===== config.mk =====
export PLATFORM = sky130hd
export DESIGN_NAME = tile_scheduler
export DESIGN_NICKNAME = d
export VERILOG_FILES = /design/src/rtl/tile_scheduler_pkg.sv /design/src/rtl/tile_grid_counter.sv /design/src/rtl/tile_scheduler.sv
export SDC_FILE = /design/constraint.sdc
export NUM_CORES = 1
export LEC_CHECK = 0
export CORE_ASPECT_RATIO = 0.6
export CORE_MARGIN = 2
export CORE_UTILIZATION = 47
export CTS_CLUSTER_SIZE = 10
export DETAILED_ROUTE_END_ITERATION = 7
export GPL_TIMING_DRIVEN = 0
export HOLD_SLACK_MARGIN = 0.12
export PLACE_DENSITY = 0.76
export SYNTH_ARGS = -nofsm -noshare
export SYNTH_HDL_FRONTEND = slang
export SYNTH_SLANG_ARGS = --single-unit

===== constraint.sdc =====
create_clock -name clk -period 2.2 [get_ports clk]
set_input_delay 0.33 -clock clk [delete_from_list [all_inputs] [get_ports clk]]
set_output_delay 0.33 -clock clk [all_outputs]
set_load 0.005 [all_outputs]

===== src/rtl/tile_scheduler_pkg.sv =====
// rtl/tile_scheduler_pkg.sv - shared types and constants for the tile scheduler
package tile_scheduler_pkg;

    typedef logic [7:0] coord_t;
    typedef logic [3:0] data_id_t;

    typedef enum logic [2:0] {
        ST_IDLE,
        ST_ISSUE,
        ST_DRAIN,
        ST_DONE,
        ST_WAIT_LOW
    } ts_state_e;

    localparam int DEFAULT_MAX_OUTSTANDING = 4;
    localparam int OUT_CNT_W = $clog2(DEFAULT_MAX_OUTSTANDING + 1);

    function automatic int out_cnt_width(input int max_out);
        return $clog2(max_out + 1);
    endfunction

endpackage


===== src/rtl/tile_grid_counter.sv =====
// rtl/tile_grid_counter.sv - row-major col/row walker over latched block bounds
module tile_grid_counter
    import tile_scheduler_pkg::*;
(
    input  logic   clk,
    input  logic   reset_n,
    input  logic   load_i,
    input  coord_t width_i,
    input  coord_t height_i,
    input  logic   adv_i,
    output coord_t col_o,
    output coord_t row_o,
    output logic   last_o
);

    coord_t width_q, height_q, col_q, row_q;
    logic   col_end, row_end;

    assign col_end = (col_q == width_q - 8'd1);
    assign row_end = (row_q == height_q - 8'd1);

    always_ff @(posedge clk or negedge reset_n) begin
        if (!reset_n) begin
            width_q  <= '0;
            height_q <= '0;
            col_q    <= '0;
            row_q    <= '0;
        end else if (load_i) begin
            // a zero-sized grid still carries one tile
            width_q  <= (width_i  == 8'd0) ? 8'd1 : width_i;
            height_q <= (height_i == 8'd0) ? 8'd1 : height_i;
            col_q    <= '0;
            row_q    <= '0;
        end else if (adv_i) begin
            if (col_end) begin
                col_q <= '0;
                row_q <= row_end ? 8'd0 : row_q + 8'd1;
            end else begin
                col_q <= col_q + 8'd1;
            end
        end
    end

    assign col_o  = col_q;
    assign row_o  = row_q;
    assign last_o = col_end && row_end;

endmodule


===== src/rtl/tile_scheduler.sv =====
// rtl/tile_scheduler.sv - issues tile descriptors for one channel pass with outstanding-tile bound
module tile_scheduler
    import tile_scheduler_pkg::*;
#(
    parameter int MAX_OUTSTANDING = DEFAULT_MAX_OUTSTANDING
) (
    input  logic       clk,
    input  logic       reset_n,
    input  logic [7:0] block_width_i,
    input  logic [7:0] block_height_i,
    input  logic [3:0] data_id_i,
    input  logic       size_type_i,
    input  logic       data_prepare_i,
    output logic       tile_valid_o,
    input  logic       tile_ready_i,
    output logic [7:0] tile_col_o,
    output logic [7:0] tile_row_o,
    output logic [3:0] tile_id_o,
    output logic       tile_size_type_o,
    output logic       tile_last_o,
    input  logic       pe_done_i,
    output logic       loop_finished_o,
    output logic       busy_o,
    output logic       err_o
);

    localparam int CNT_W = out_cnt_width(MAX_OUTSTANDING);
    localparam logic [CNT_W-1:0] MAX_CNT = CNT_W'(MAX_OUTSTANDING);

    ts_state_e        state_q, state_d;
    logic [CNT_W-1:0] out_cnt_q, out_cnt_d;
    logic             err_q, err_d;
    data_id_t         id_q;
    logic             size_q;
    logic             load, hs, grid_last;
    coord_t           col, row;

    assign load = (state_q == ST_IDLE) && data_prepare_i;
    // valid depends on state and counter only, never on ready
    assign tile_valid_o = (state_q == ST_ISSUE) && (out_cnt_q != MAX_CNT);
    assign hs = tile_valid_o && tile_ready_i;

    tile_grid_counter u_grid (
        .clk      (clk),
        .reset_n  (reset_n),
        .load_i   (load),
        .width_i  (block_width_i),
        .height_i (block_height_i),
        .adv_i    (hs),
        .col_o    (col),
        .row_o    (row),
        .last_o   (grid_last)
    );

    always_comb begin
        out_cnt_d = out_cnt_q;
        err_d     = err_q;
        if (hs && !pe_done_i) begin
            out_cnt_d = out_cnt_q + 1'b1;
        end else if (!hs && pe_done_i) begin
            if (out_cnt_q == '0) err_d = 1'b1;
            else                 out_cnt_d = out_cnt_q - 1'b1;
        end
    end

    always_comb begin
        state_d = state_q;
        case (state_q)
            ST_IDLE:     if (data_prepare_i) state_d = ST_ISSUE;
            ST_ISSUE:    if (hs && grid_last) state_d = ST_DRAIN;
            ST_DRAIN:    if (out_cnt_d == '0) state_d = ST_DONE;
            ST_DONE:     state_d = ST_WAIT_LOW;
            ST_WAIT_LOW: if (!data_prepare_i) state_d = ST_IDLE;
            default:     state_d = ST_IDLE;
        endcase
    end

    always_ff @(posedge clk or negedge reset_n) begin
        if (!reset_n) begin
            state_q   <= ST_IDLE;
            out_cnt_q <= '0;
            err_q     <= 1'b0;
            id_q      <= '0;
            size_q    <= 1'b0;
        end else begin
            state_q   <= state_d;
            out_cnt_q <= out_cnt_d;
            err_q     <= err_d;
            if (load) begin
                id_q   <= data_id_i;
                size_q <= size_type_i;
            end
        end
    end

    assign tile_col_o       = col;
    assign tile_row_o       = row;
    assign tile_id_o        = id_q;
    assign tile_size_type_o = size_q;
    assign tile_last_o      = tile_valid_o && grid_last;
    assign loop_finished_o  = (state_q == ST_DONE);
    assign busy_o           = (state_q == ST_ISSUE) || (state_q == ST_DRAIN);
    assign err_o            = err_q;

endmodule


Word level (Yosys, flattened, before mapping). Index checks and enable logic that the tools add are counted. W data, S select, Z words.

Flip-flop bits (word level): 44. Latch bits: 0. Memory bits (writable): 0. Bits in read-only memories: 0. Output and inout port bits: 26. Memories: 0.

Add/subtract/negate cells: 6. Multipliers: 0. Div/mod/pow operators: 0. Order comparisons: 0. Equality and inequality tests: 11. Shift-type cells: 0. Muxes and demuxes: 17. Bitwise logic cells: 1. Reductions and logical operators: 21.

Operators by type and width (count): $mux W8 (9); $mux W3 (7); $add A8 B1 Y8 const B (2); $eq A8 B8 Y1 (2); $logic_not A8 Y1 (2); $sub A8 B1 Y8 const B (2); $pmux W3 S5 (1); $logic_not A3 Y1 (3); $logic_and A1 B1 Y1 (8); $eq A3 B2 Y1 const B (2); $ne A2 B2 Y1 const B (3); $reduce_and A4 Y1 (1); $reduce_bool A2 Y1 (2); $add A3 B1 Y3 const B (1); $eq A3 B1 Y1 const B (1); $eq A3 B3 Y1 const B (1); $ne A3 B3 Y1 const B (1); $reduce_and A3 Y1 (1); $sub A3 B1 Y3 const B (1); $logic_not A1 Y1 (2); $ne A2 B1 Y1 const B (1); $reduce_and A2 Y1 (1); $logic_or A1 B1 Y1 (1); $not A1 Y1 (1).

Depth between registers and ports, before layout. Gate-level depths: netlist (run 1).

Depth after elaboration: 10. Depth in mapped cells: 9.

By module. From an unflattened synthesis (run 1), not the netlist that was laid out.

Cells, all modules: 273. Area, all modules: 2772.7 um^2.

Modules (own cells, without submodules): tile_grid_counter (times used 1, cells each 213, area each 2103.3 um^2, seq. area each 800.8 um^2); tile_scheduler (times used 1, cells each 60, area each 669.4 um^2, seq. area each 300.3 um^2).

Least setup slack after synthesis (run 1). OpenSTA, ideal clock, no wires.

Path kind: reg2out. Start point: register u_grid.width_q[0]. End point: output port tile_last_o. Arrival: 2087 ps. Setup slack: -217 ps. Stages on the path, launching flop included: 9. Cells stage by stage: dfrtp_1 inv_1 ha_1 or3b_2 a211o_1 nor2_1 nand2_1 or2_1 nor4b_1.

Word-level cells in the longest chain between the ends: 4.

RTL lines: start, declared (line tile_grid_counter.sv:16) `coord_t width_q, height_q, col_q, row_q;`; start signal, assigned (line tile_grid_counter.sv:30) `width_q <= (width_i == 8'd0) ? 8'd1 : width_i;`; $sub A8 B1 Y8 (line tile_grid_counter.sv:19) `assign col_end = (col_q == width_q - 8'd1);`; $eq A8 B8 Y1 (line tile_grid_counter.sv:19); $logic_and A1 B1 Y1 (line tile_grid_counter.sv:46) `assign last_o = col_end && row_end;`; $logic_and A1 B1 Y1 (line tile_scheduler.sv:100) `assign tile_last_o = tile_valid_o && grid_last;`; end, declared (line tile_scheduler.sv:20) `output logic tile_last_o,`.

No other way between the ends.

Worst setup path after layout (run 1).
Start point: register u_grid.width_q[2]. End point: output port tile_last_o.

The elaborated chain is that of the path after synthesis.

==> implementation parameters, run 1 <==
Parameter                              Value

Die
  Full die area ... around 0.0063 mm²
  Number of placement rows ... 21
  Effective utilization at floorplan ... 0.484
  X dimension of the die ... 102 µm
  Top-level port count ... between 50 and 60
  Height of the chip ... 62.5 µm
  Std-Cell Core Area ... about 0.0055 mm²

Routing
  Total number of vias ... 2575
  DRC violations left ... 0
  Post-detailed-routing wire length ... about 7.6 mm
  Number of detailed-route iterations in the first pass ... 5
  Starting DRT DRC Count ... 166
  Average wire per cell in the routed design ... 16.3 µm
  Count of nets left with antenna violations after detail routing ... 0
  Via-per-instance ratio ... between 5 and 6

Logic synthesis
  Netlist Area Pre-Place ... 0.00268 mm²
  Count of mapped cells out of synthesis ... 302
  Nets in the synthesized netlist ... 335
  Count of synthesis-stage warnings from yosys ... 0
  Number of library cell types mapped by synthesis ... 61
  Post-synthesis sequential area ratio ... 0.411
  Top_reg_cell synth ... dfrtp_1
  Leading post-synthesis cells by cell area ... dfrtp_1 (41%), nand2_1 (10%), xnor2_1 (4.9%)
  Number of storage elements in the synthesis netlist ... 44
  Average footprint of a synthesized cell ... 8.88 µm²
  Async set or reset register ratio after synthesis ... 1.00
  Synth area leader ... dfrtp_1
  Proportion of netlist area held by the largest area contributor ... 0.411
  Number of synthesized flops with an enable pin ... 0

STA
  Unrepaired setup endpoints after global routing ... true
  Max-slew violations ... 0
  Final critical-path setup slack ... -0.598 ns
  Final period util ... 1.27
  Pin slew with the least headroom to its limit ... 0.572 ns
  Final setup fails ... 18
  Min Tclk post-route ... roughly 2.8 ns
  Final worst clock skew ... 0.00799 ns
  Achievable Freq ... 357 MHz
  Normalized max-slew margin ... 0.618
  Fin Setup TNS ... -3.96 ns
  Final hold vios ... 0

Hold path
  Hold Crit Class ... input pin to async pin

Clock tree
  Clk Tree Root Cell ... clkbuf_8
  Number of buffers between clock root and the deepest sink ... 2
  Number of sinks on the clock net ... between 40 and 50
  Number of H-tree levels ... 2
  Number of buffers created by CTS ... 5
  Clock latency reported for the late side of the worst-skew pair ... 0.31 ns
  CTS tree ... yes
  CTS clock-pin slew for the worst setup and hold paths ... 0.09 ns

Final layout
  ANT cells ... 0
  Most common cell after layout, fill and taps aside ... nand2_1
  Filler instances ... 436
  Net count reported at finish ... 421
  Multi-input combinational cell area ... between 0.0015 and 0.002 mm²
  Sequential standard cell area ... ~0.0011 mm²
  Relative area change from synthesis to final layout ... 41.6%
  Layout cells sized above 1 ... 0.219
  Commonest cells after routing, fill and taps aside ... nand2_1 (72), clkdlybuf4s50_1 (48), dfrtp_1 (42)

Critical path
  Crit Path Class ... flip-flop to output port
  Worst endpoint data arrival time ... 2.47 ns
  Largest fanout on the critical path ... 4
  Required @ worst endpoint ... approximately 1.9 ns
  Kind of cell with the highest combined delay on the critical path ... simple AND/OR/NAND/NOR gates
  Critical Path Max Stage Delay ... 0.51 ns
  Worst-path cell with the longest stage delay ... or4_1
  Sort of element at the start of the critical path ... flip-flop
  Buf+Inv Stages, Crit Path ... 1
  Ordered list of cells on the worst path ... or3_4, or4_1, o211ai_1, nor2_2, or2_4, nor4b_2, buf_2
  Critical path capture point type ... output port

GRT
  Overflow left after global routing ... 0
  Total routing resource utilization after global routing ... 0.252
  Pin count of the biggest net entering global routing ... 37
  Initial antenna violation count ... 0
  Number of global-route vias before repair ... 2546
  Global-route wire length before repair ... 12.6 mm

Status
  Status ... finished with violations
  Failing checks ... setup timing

Power and ir drop
  Cell area power density ... ~880 mW/mm²
  VDD IR max ... 0.466 mV
  Leakage ... 1.64 nW

Placement
  Setup WS pre-CTS ... -0.810 ns
  Number of input and output port buffers inserted ... 51
  Placer's final routability congestion estimate ... 0.835
  Placed wire-length estimate ... approximately 4.8 mm

Flow run
  Max_cap viols ... 0
==> cell usage after synthesis (4+ instances only) <==
cell type,instances
a21oi_1,4
and3_1,7
clkbuf_1,5
dfrtp_1,44
ha_1,7
inv_1,7
mux2i_1,4
nand2_1,72
nand2b_1,7
nor2_1,14
nor3_1,17
nor4_1,4
o211ai_1,9
o21ai_0,19
or2_2,4
xnor2_1,15
xor2_1,6
==> through the flow <==
| stage | cell area (µm²) | util | instances | total power, mW | hold slack [ns] |
|---|---|---|---|---|---|
| after floorplan | 2700 | - | 302 | 2.02 | 0.0344 |
| final | 3800 | 0.685 | 468 | 3.33 | 0.408 |
| after global placement | 3310 | 0.597 | 433 | 2.49 | 0.457 |
| after detailed placement | 3330 | 0.600 | 434 | 2.53 | 0.204 |
| after CTS | 3750 | 0.677 | 468 | 3.24 | 0.418 |
| after global routing | 3800 | 0.685 | 468 | 3.55 | 0.445 |
==> what timing repair did <==
action	4_1_cts	5_1_grt
setup buffers	35	6
endpoints found under the hold margin	8	0
hold buffers	1	0
cloned	0	0
resized for setup	39	14
setup endpoints to repair	20	21
pin swaps	19	16
==> state kept, by name, indices dropped and copies added (netlist names) <==
| register | count |
|---|---|
| u_grid.height_q | 8 |
| u_grid.col_o | 8 |
| tile_id_o | 4 |
| out_cnt_q | 3 |
| state_q | 3 |
| tile_size_type_o | 1 |
| u_grid.row_o | 8 |
| err_o | 1 |
| u_grid.width_q | 8 |
==> cell families after synthesis <==
logic type               after synthesis  synth area share
adder cells (fa/ha/maj)                7            0.0327
XOR/XNOR                              21            0.0686
AND/OR/NAND/NOR                      153             0.290
AO/OA/AOI/OAI                         56             0.149
flip-flops                            44             0.411
multiplexers                           4            0.0149
buffers and inverters                 17            0.0341
==> power breakdown <==
| part | internal (mW) | leakage, nW | switching [mW] |
|---|---|---|---|
| Clock | 0.281 | 0.0503 | 0.300 |
| Combinational | 0.775 | 1.05 | 0.706 |
| Sequential | 1.00 | 0.547 | 0.259 |
==> worst paths after layout <==
kind,startpoint,slack [ns],to,cells after the start
setup / recovery,u_grid.width_q[2],-0.60,tile_last_o,7
hold / removal,reset_n,0.41,u_grid.row_o[4],2
setup reg to reg,u_grid.width_q[0],-0.28,u_grid.col_o[7],13
hold reg to reg,err_o,0.48,err_o,1
max in group asynchronous,reset_n,1.31,u_grid.width_q[3],3
min in group clk,err_o,0.48,err_o,1
==> area by class of cell <==
cell class                 count  share of cell area
multi-input combinational    241               0.433
inverter                       7             0.00692
sequential                    44               0.291
timing repair buffer          79               0.198
buffer                        10              0.0201
tap                           80              0.0264
clock buffer                   7              0.0254
==> routing by layer <==
layer / global-route usage / routed length [µm] / vias to the layer above
met4: 0.0608 / 58 / 0
li1: - / - / 1236
met5: 0 / 0 / -
met3: 0.0570 / 562 / 8
met2: 0.376 / 3500 / 91
met1: 0.371 / 3490 / 1240
No activity file was read; power rests on OpenSTA's default activity.
==> run 2: changes to the inputs <==
- CORE_UTILIZATION: 47 -> 50
- PLACE_DENSITY: 0.76 -> 0.77
- clock period: 2.2 -> 3.45 ns (I/O delays scaled with it)
==> implementation parameters, run 2 (same netlist as run 1, synthesis figures left out) <==
Parameter                              Value

Status
  Status ... finished clean

Power and ir drop
  Internal power ... 1.32 mW
  Sw frac ... 0.358
  VDD IR max ... 0.267 mV
  Leakage ... between 1 and 1.5 nW
  Sequential share of power ... 0.393
  Cell area power density ... 599 mW/mm²
  Clk pwr share ... 0.213
  NetSw ... about 0.74 mW
  Proportion of power drawn by combinational gates ... 0.393

Final layout
  Net count reported at finish ... 395
  ANT cells ... 0
  Layout cells sized above 1 ... 0.0992
  Final Cell Area ... 0.00344 mm²
  Most common cell after layout, fill and taps aside ... nand2_1
  Final non-filler cell total ... 429
  Relative area change from synthesis to final layout ... 28.3%
  Filler instances ... ~440
  Commonest cells after routing, fill and taps aside ... nand2_1 (71), clkdlybuf4s50_1 (49), dfrtp_1 (44)

STA
  Min Tclk post-route ... between 3 and 4 ns
  Final worst clock skew ... 0.00474 ns
  Final period util ... 0.952
  Max-slew violations ... 0
  Pin slew with the least headroom to its limit ... 0.590 ns
  Final hold vios ... 0
  Final setup fails ... 0
  Achievable Freq ... a little over 300 MHz
  Hold slack ... just under 0.5 ns
  Normalized max-slew margin ... 0.607

Routing
  Via-per-instance ratio ... approximately 5.6
  Average wire per cell in the routed design ... between 15 and 20 µm
  Post-detailed-routing wire length ... just under 7 mm
  Total number of vias ... 2410
  DRC violations left ... 0
  Count of nets left with antenna violations after detail routing ... 0
  Starting DRT DRC Count ... 131
  Number of detailed-route iterations in the first pass ... 4

Placement
  Placed wire-length estimate ... 4.94 mm
  Number of input and output port buffers inserted ... 51
  Standard cell area after detailed placement ... 0.00329 mm²
  Cell total after placement ... 420
  Placer's final routability congestion estimate ... a little over 0.8

GRT
  Pin count of the biggest net entering global routing ... 32
  Overflow left after global routing ... 0
  Total routing resource utilization after global routing ... 0.241
  Initial antenna violation count ... 0
  Global-route wire length before repair ... 11.3 mm
  Number of global-route vias before repair ... 2420

Clock tree
  Number of buffers created by CTS ... 5
  Clk Tree Root Cell ... clkbuf_8
  Clock latency reported for the late side of the worst-skew pair ... 0.30 ns
  CTS clock-pin slew for the worst setup and hold paths ... 0.08 ns
  Number of sinks on the clock net ... 44
  Post-CTS setup-driven buffer insertion count ... 0
  CTS tree ... yes
  Number of H-tree levels ... 2
  Number of buffers between clock root and the deepest sink ... 2

Die
  X dimension of the die ... 98.5 µm
  Std-Cell Core Area ... 0.00510 mm²
  Number of placement rows ... 20
  Effective utilization at floorplan ... 0.525
  Top-level port count ... between 50 and 60
  Height of the chip ... between 60 and 70 µm
  Full die area ... 0.00598 mm²

Critical path
  Buf+Inv Stages, Crit Path ... 1
  Required @ worst endpoint ... slightly below 3 ns
  Sort of element at the start of the critical path ... flip-flop
  Critical Path Max Stage Delay ... 0.51 ns
  Critical path depth ... 7
  Kind of cell with the highest combined delay on the critical path ... simple AND/OR/NAND/NOR gates
  Worst endpoint data arrival time ... 2.77 ns
  Largest fanout on the critical path ... 6
  Ordered list of cells on the worst path ... or3_4, or4_1, o211ai_1, nor2_1, or2_1, nor4b_2, dlygate4sd2_1
  Worst-path cell with the longest stage delay ... or4_1
  Length in cells of the worst reg-to-reg path ... 8
  Critical path capture point type ... output port
  Crit Path Class ... flip-flop to output port

Hold path
  Worst Hold Path Cells ... 2
  Hold Crit Class ... flip-flop to flip-flop

Flow run
  Max_cap viols ... 0
## run 2: final cells by class
| class | count | area [µm²] | area share |
|---|---|---|---|
| clock buffers | 7 | 96.3 | 0.0280 |
| plain buffers | 10 | 65.1 | 0.0189 |
| repair buffers | 53 | 534 | 0.155 |
| inverters | 7 | 26.3 | 0.00764 |
| multi-input cells | 241 | 1510 | 0.437 |
| clock inverters | 1 | 30.0 | 0.00873 |
| flip-flops and latches | 44 | 1100 | 0.320 |
| well taps | 66 | 82.6 | 0.0240 |
## run 2: final timing paths
check	to	slack, ns	from
setup / recovery	tile_last_o	0.16	u_grid.width_q[2]
hold / removal	tile_id_o[2]	0.48	tile_id_o[2]
setup reg to reg	u_grid.row_o[6]	0.84	u_grid.width_q[0]
hold reg to reg	tile_id_o[2]	0.48	tile_id_o[2]
max in group asynchronous	u_grid.height_q[0]	2.32	reset_n
min in group asynchronous	u_grid.col_o[7]	0.65	reset_n
## run 2: tightest hold or removal path, stage by stage (launching register included)
cell and delay, ns:
dfrtp_1 0.35, nand2_1 0.05, nand2_1 0.06
## run 2: metal layers
| layer | GRT usage | up-vias | part of all wire |
|---|---|---|---|
| li1 | - | 1185 | - |
| met1 | 0.327 | 1127 | 0.48 |
| met2 | 0.389 | 81 | 0.44 |
| met3 | 0.0541 | 17 | 0.054 |
| met4 | 0.0920 | 0 | 0.020 |
| met5 | 0 | - | 0 |
## run 2: what timing repair did
item                                    4_1_cts  5_1_grt
endpoints found under the setup margin        1        1
pin swaps                                     0        0
hold buffers                                  1        0
endpoints found under the hold margin        13        0
resized for setup                             4        1
## run 2: metrics by stage
step                worst slack [ns]  power (mW)  utilization  TNS [ns]
floorplan                      0.846        1.28            -         0
global placement               0.122        1.58        0.641         0
detailed placement             0.118        1.61        0.644         0
CTS                            0.148        2.07        0.674         0
global route                 -0.0139        2.21        0.674   -0.0139
finish                         0.165        2.06        0.674         0
## run 2: power groups by stage
| stage | Sequential (mW) | Clock (mW) | Combinational (mW) |
|---|---|---|---|
| 4_1_cts | 0.808 | 0.450 | 0.809 |
| 5_1_grt | 0.834 | 0.465 | 0.908 |
| 3_5_place_dp | 0.816 | 0 | 0.796 |
| 2_1_floorplan | 0.776 | 0 | 0.506 |
| 6_report | 0.811 | 0.440 | 0.811 |
| 3_3_place_gp | 0.808 | 0 | 0.774 |
==> run 3: changes to the inputs <==
- ABC_AREA: not set -> 1
==> implementation parameters, run 3 <==
Parameter                              Value

Logic synthesis
  Number of synthesized flops with an enable pin ... 0
  Count of mapped cells out of synthesis ... 395
  Commonest cells post-synth ... nand2_1 (142), inv_1 (58), dfrtp_1 (44)
  Post-synthesis sequential area ratio ... 0.391
  Proportion of netlist area held by the largest area contributor ... 0.391
  Synth area leader ... dfrtp_1
  Number of storage elements in the synthesis netlist ... 44
  Most instantiated library cell after synthesis ... nand2_1
  Leading post-synthesis cells by cell area ... dfrtp_1 (39%), nand2_1 (19%), inv_1 (7.7%)
  Netlist Area Pre-Place ... 0.00282 mm²
  Nets in the synthesized netlist ... 428
  Top_reg_cell synth ... dfrtp_1
  Number of library cell types mapped by synthesis ... 31
  Count of synthesis-stage warnings from yosys ... 0
  Average footprint of a synthesized cell ... 7.13 µm²
  Async set or reset register ratio after synthesis ... 1.00

Routing
  Total number of vias ... 2643
  Post-detailed-routing wire length ... 6.74 mm
  Starting DRT DRC Count ... 139
  Count of nets left with antenna violations after detail routing ... 0
  Via-per-instance ratio ... 5.04
  Number of detailed-route iterations in the first pass ... 5
  Average wire per cell in the routed design ... roughly 13 µm
  DRC violations left ... 0

Clock tree
  Number of sinks on the clock net ... 44
  Hold buffers post-CTS ... 0
  Number of H-tree levels ... 2
  Post-CTS setup-driven buffer insertion count ... 0
  CTS clock-pin slew for the worst setup and hold paths ... 0.09 ns
  CTS tree ... yes
  Number of buffers between clock root and the deepest sink ... 2
  Post-CTS sizing ... 0
  Clk Tree Root Cell ... clkbuf_8
  Number of buffers created by CTS ... 5
  Clock latency reported for the late side of the worst-skew pair ... about 0.30 ns

Power and ir drop
  Leakage ... 1.82 nW
  Sw frac ... 0.448
  Proportion of power drawn by combinational gates ... 0.526
  Sequential share of power ... 0.330
  NetSw ... 1.23 mW
  Cell area power density ... slightly below 800 mW/mm²
  VDD IR max ... between 0.4 and 0.5 mV
  Internal power ... between 1.5 and 2 mW
  Clk pwr share ... 0.145
  Total power consumption of the routed design ... between 2 and 3 mW

Final layout
  Final non-filler cell total ... 524
  Most common cell after layout, fill and taps aside ... nand2_1
  Layout cells sized above 1 ... 0.0725
  Commonest cells after routing, fill and taps aside ... nand2_1 (142), inv_1 (58), clkdlybuf4s50_1 (50)
  ANT cells ... 0
  Final Util ... 0.644
  Net count reported at finish ... 487
  Relative area change from synthesis to final layout ... 25.5%
  Final Cell Area ... between 0.003 and 0.004 mm²

Critical path
  Crit Path Class ... flip-flop to output port
  Worst endpoint data arrival time ... 2.48 ns
  Critical path capture point type ... output port
  Sort of element at the start of the critical path ... flip-flop
  Largest fanout on the critical path ... 8
  Required @ worst endpoint ... 2.93 ns
  Length in cells of the worst reg-to-reg path ... 14
  Reg2Reg Setup Slack ... 1.37 ns
  Terminus of the critical flop-to-flop path ... u_grid.row_o[0]
  Startpoint of the worst register-to-register path ... u_grid.width_q[0]

Die
  X dimension of the die ... slightly above 100 µm
  Std-Cell Core Area ... 0.00549 mm²
  Top-level port count ... 52
  Number of placement rows ... 21
  Full die area ... roughly 0.0063 mm²
  Height of the chip ... a little over 60 µm
  Effective utilization at floorplan ... 0.513

Placement
  Placed wire-length estimate ... 5.28 mm
  Cell total after placement ... 516
  Standard cell area after detailed placement ... approximately 0.0034 mm²
  Number of input and output port buffers inserted ... 51
  Setup WS pre-CTS ... 0.765 ns
  Placer's final routability congestion estimate ... 0.930

STA
  Max-slew violations ... 0
  Pin slew with the least headroom to its limit ... between 0.4 and 0.5 ns
  Final hold vios ... 0
  Achievable Freq ... 334 MHz
  Normalized max-slew margin ... 0.668
  Final worst clock skew ... 0.0119 ns
  Final period util ... 0.867
  Fin Setup TNS ... 0 ns
  Hold slack ... between 0.15 and 0.2 ns
  Min Tclk post-route ... 2.99 ns
  Final setup fails ... 0
  Final critical-path setup slack ... 0.457 ns
  Unrepaired setup endpoints after global routing ... false

GRT
  Number of global-route vias before repair ... 2350
  Global-route wire length before repair ... ~11 mm
  Total routing resource utilization after global routing ... 0.227
  Overflow left after global routing ... 0
  Pin count of the biggest net entering global routing ... 27
  Initial antenna violation count ... 0

Status
  Status ... finished clean

Flow run
  Max_cap viols ... 0

Hold path
  Hold Crit Class ... input pin to async pin
run 3: cell count changes after synthesis, sizes merged, moves of 9 or more:
cell,change
nand2,+71
inv,+53
nand3,+30
nor2,+14
xor2,+11
xnor2,-10
o211ai,-9
run 3: critical path: stages, from the launching register on:
cell and delay, ns:
dfrtp_1 0.38, inv_1 0.11, ha_1 0.26, nand2_1 0.07, nand2_1 0.05, nor2_1 0.12, nand3_1 0.08, nor2_1 0.09
nand3_1 0.12, nor2_4 0.22, and3_1 0.20, clkdlybuf4s50_1 0.49
run 3: cell type report:
type,count,area (µm²)
Tap cell,69,86.3
Sequential cell,44,1100
Fill cell,480,1960
Inverter,60,230
Multi-Input combinational cell,285,1460
Timing Repair Buffer,52,526
Buffer,6,27.5
Clock inverter,2,35.0
Clock buffer,6,72.6
run 3: power groups by stage:
stage	Combinational [mW]	Clock (mW)	Sequential, mW
floorplan	0.997	0	0.869
global placement	1.38	0	0.900
detailed placement	1.44	0	0.905
CTS	1.45	0.404	0.900
global route	1.65	0.429	0.933
finish	1.44	0.397	0.905
run 3: worst max-delay path by stage:
stage	start	to	depth (start not counted)
final	u_grid.height_q[0]	tile_last_o	11
after global routing	u_grid.width_q[0]	tile_last_o	12
after CTS	u_grid.height_q[0]	tile_last_o	11
after detailed placement	u_grid.height_q[0]	tile_last_o	11
after global placement	reset_n	u_grid.height_q[2]	1
after floorplan	u_grid.width_q[0]	tile_last_o	10
run 3: cells by family (layout without fill, tap and decap cells):
logic type	count (synthesis)	after routing	share of synthesized area
xor gates and xnor gates	22	22	0.0684
DFF	44	44	0.391
buffers and inverters	66	126	0.0915
and+or+nand+nor	226	226	0.359
adders and majority gates	7	7	0.0311
AOI/OAI and AO/OA	30	30	0.0595
run 3: layer usage:
metal,track usage,wire (µm)
met1,0.353,3440
met4,0.0456,44
met2,0.324,2810
met5,0,0
met3,0.0484,444
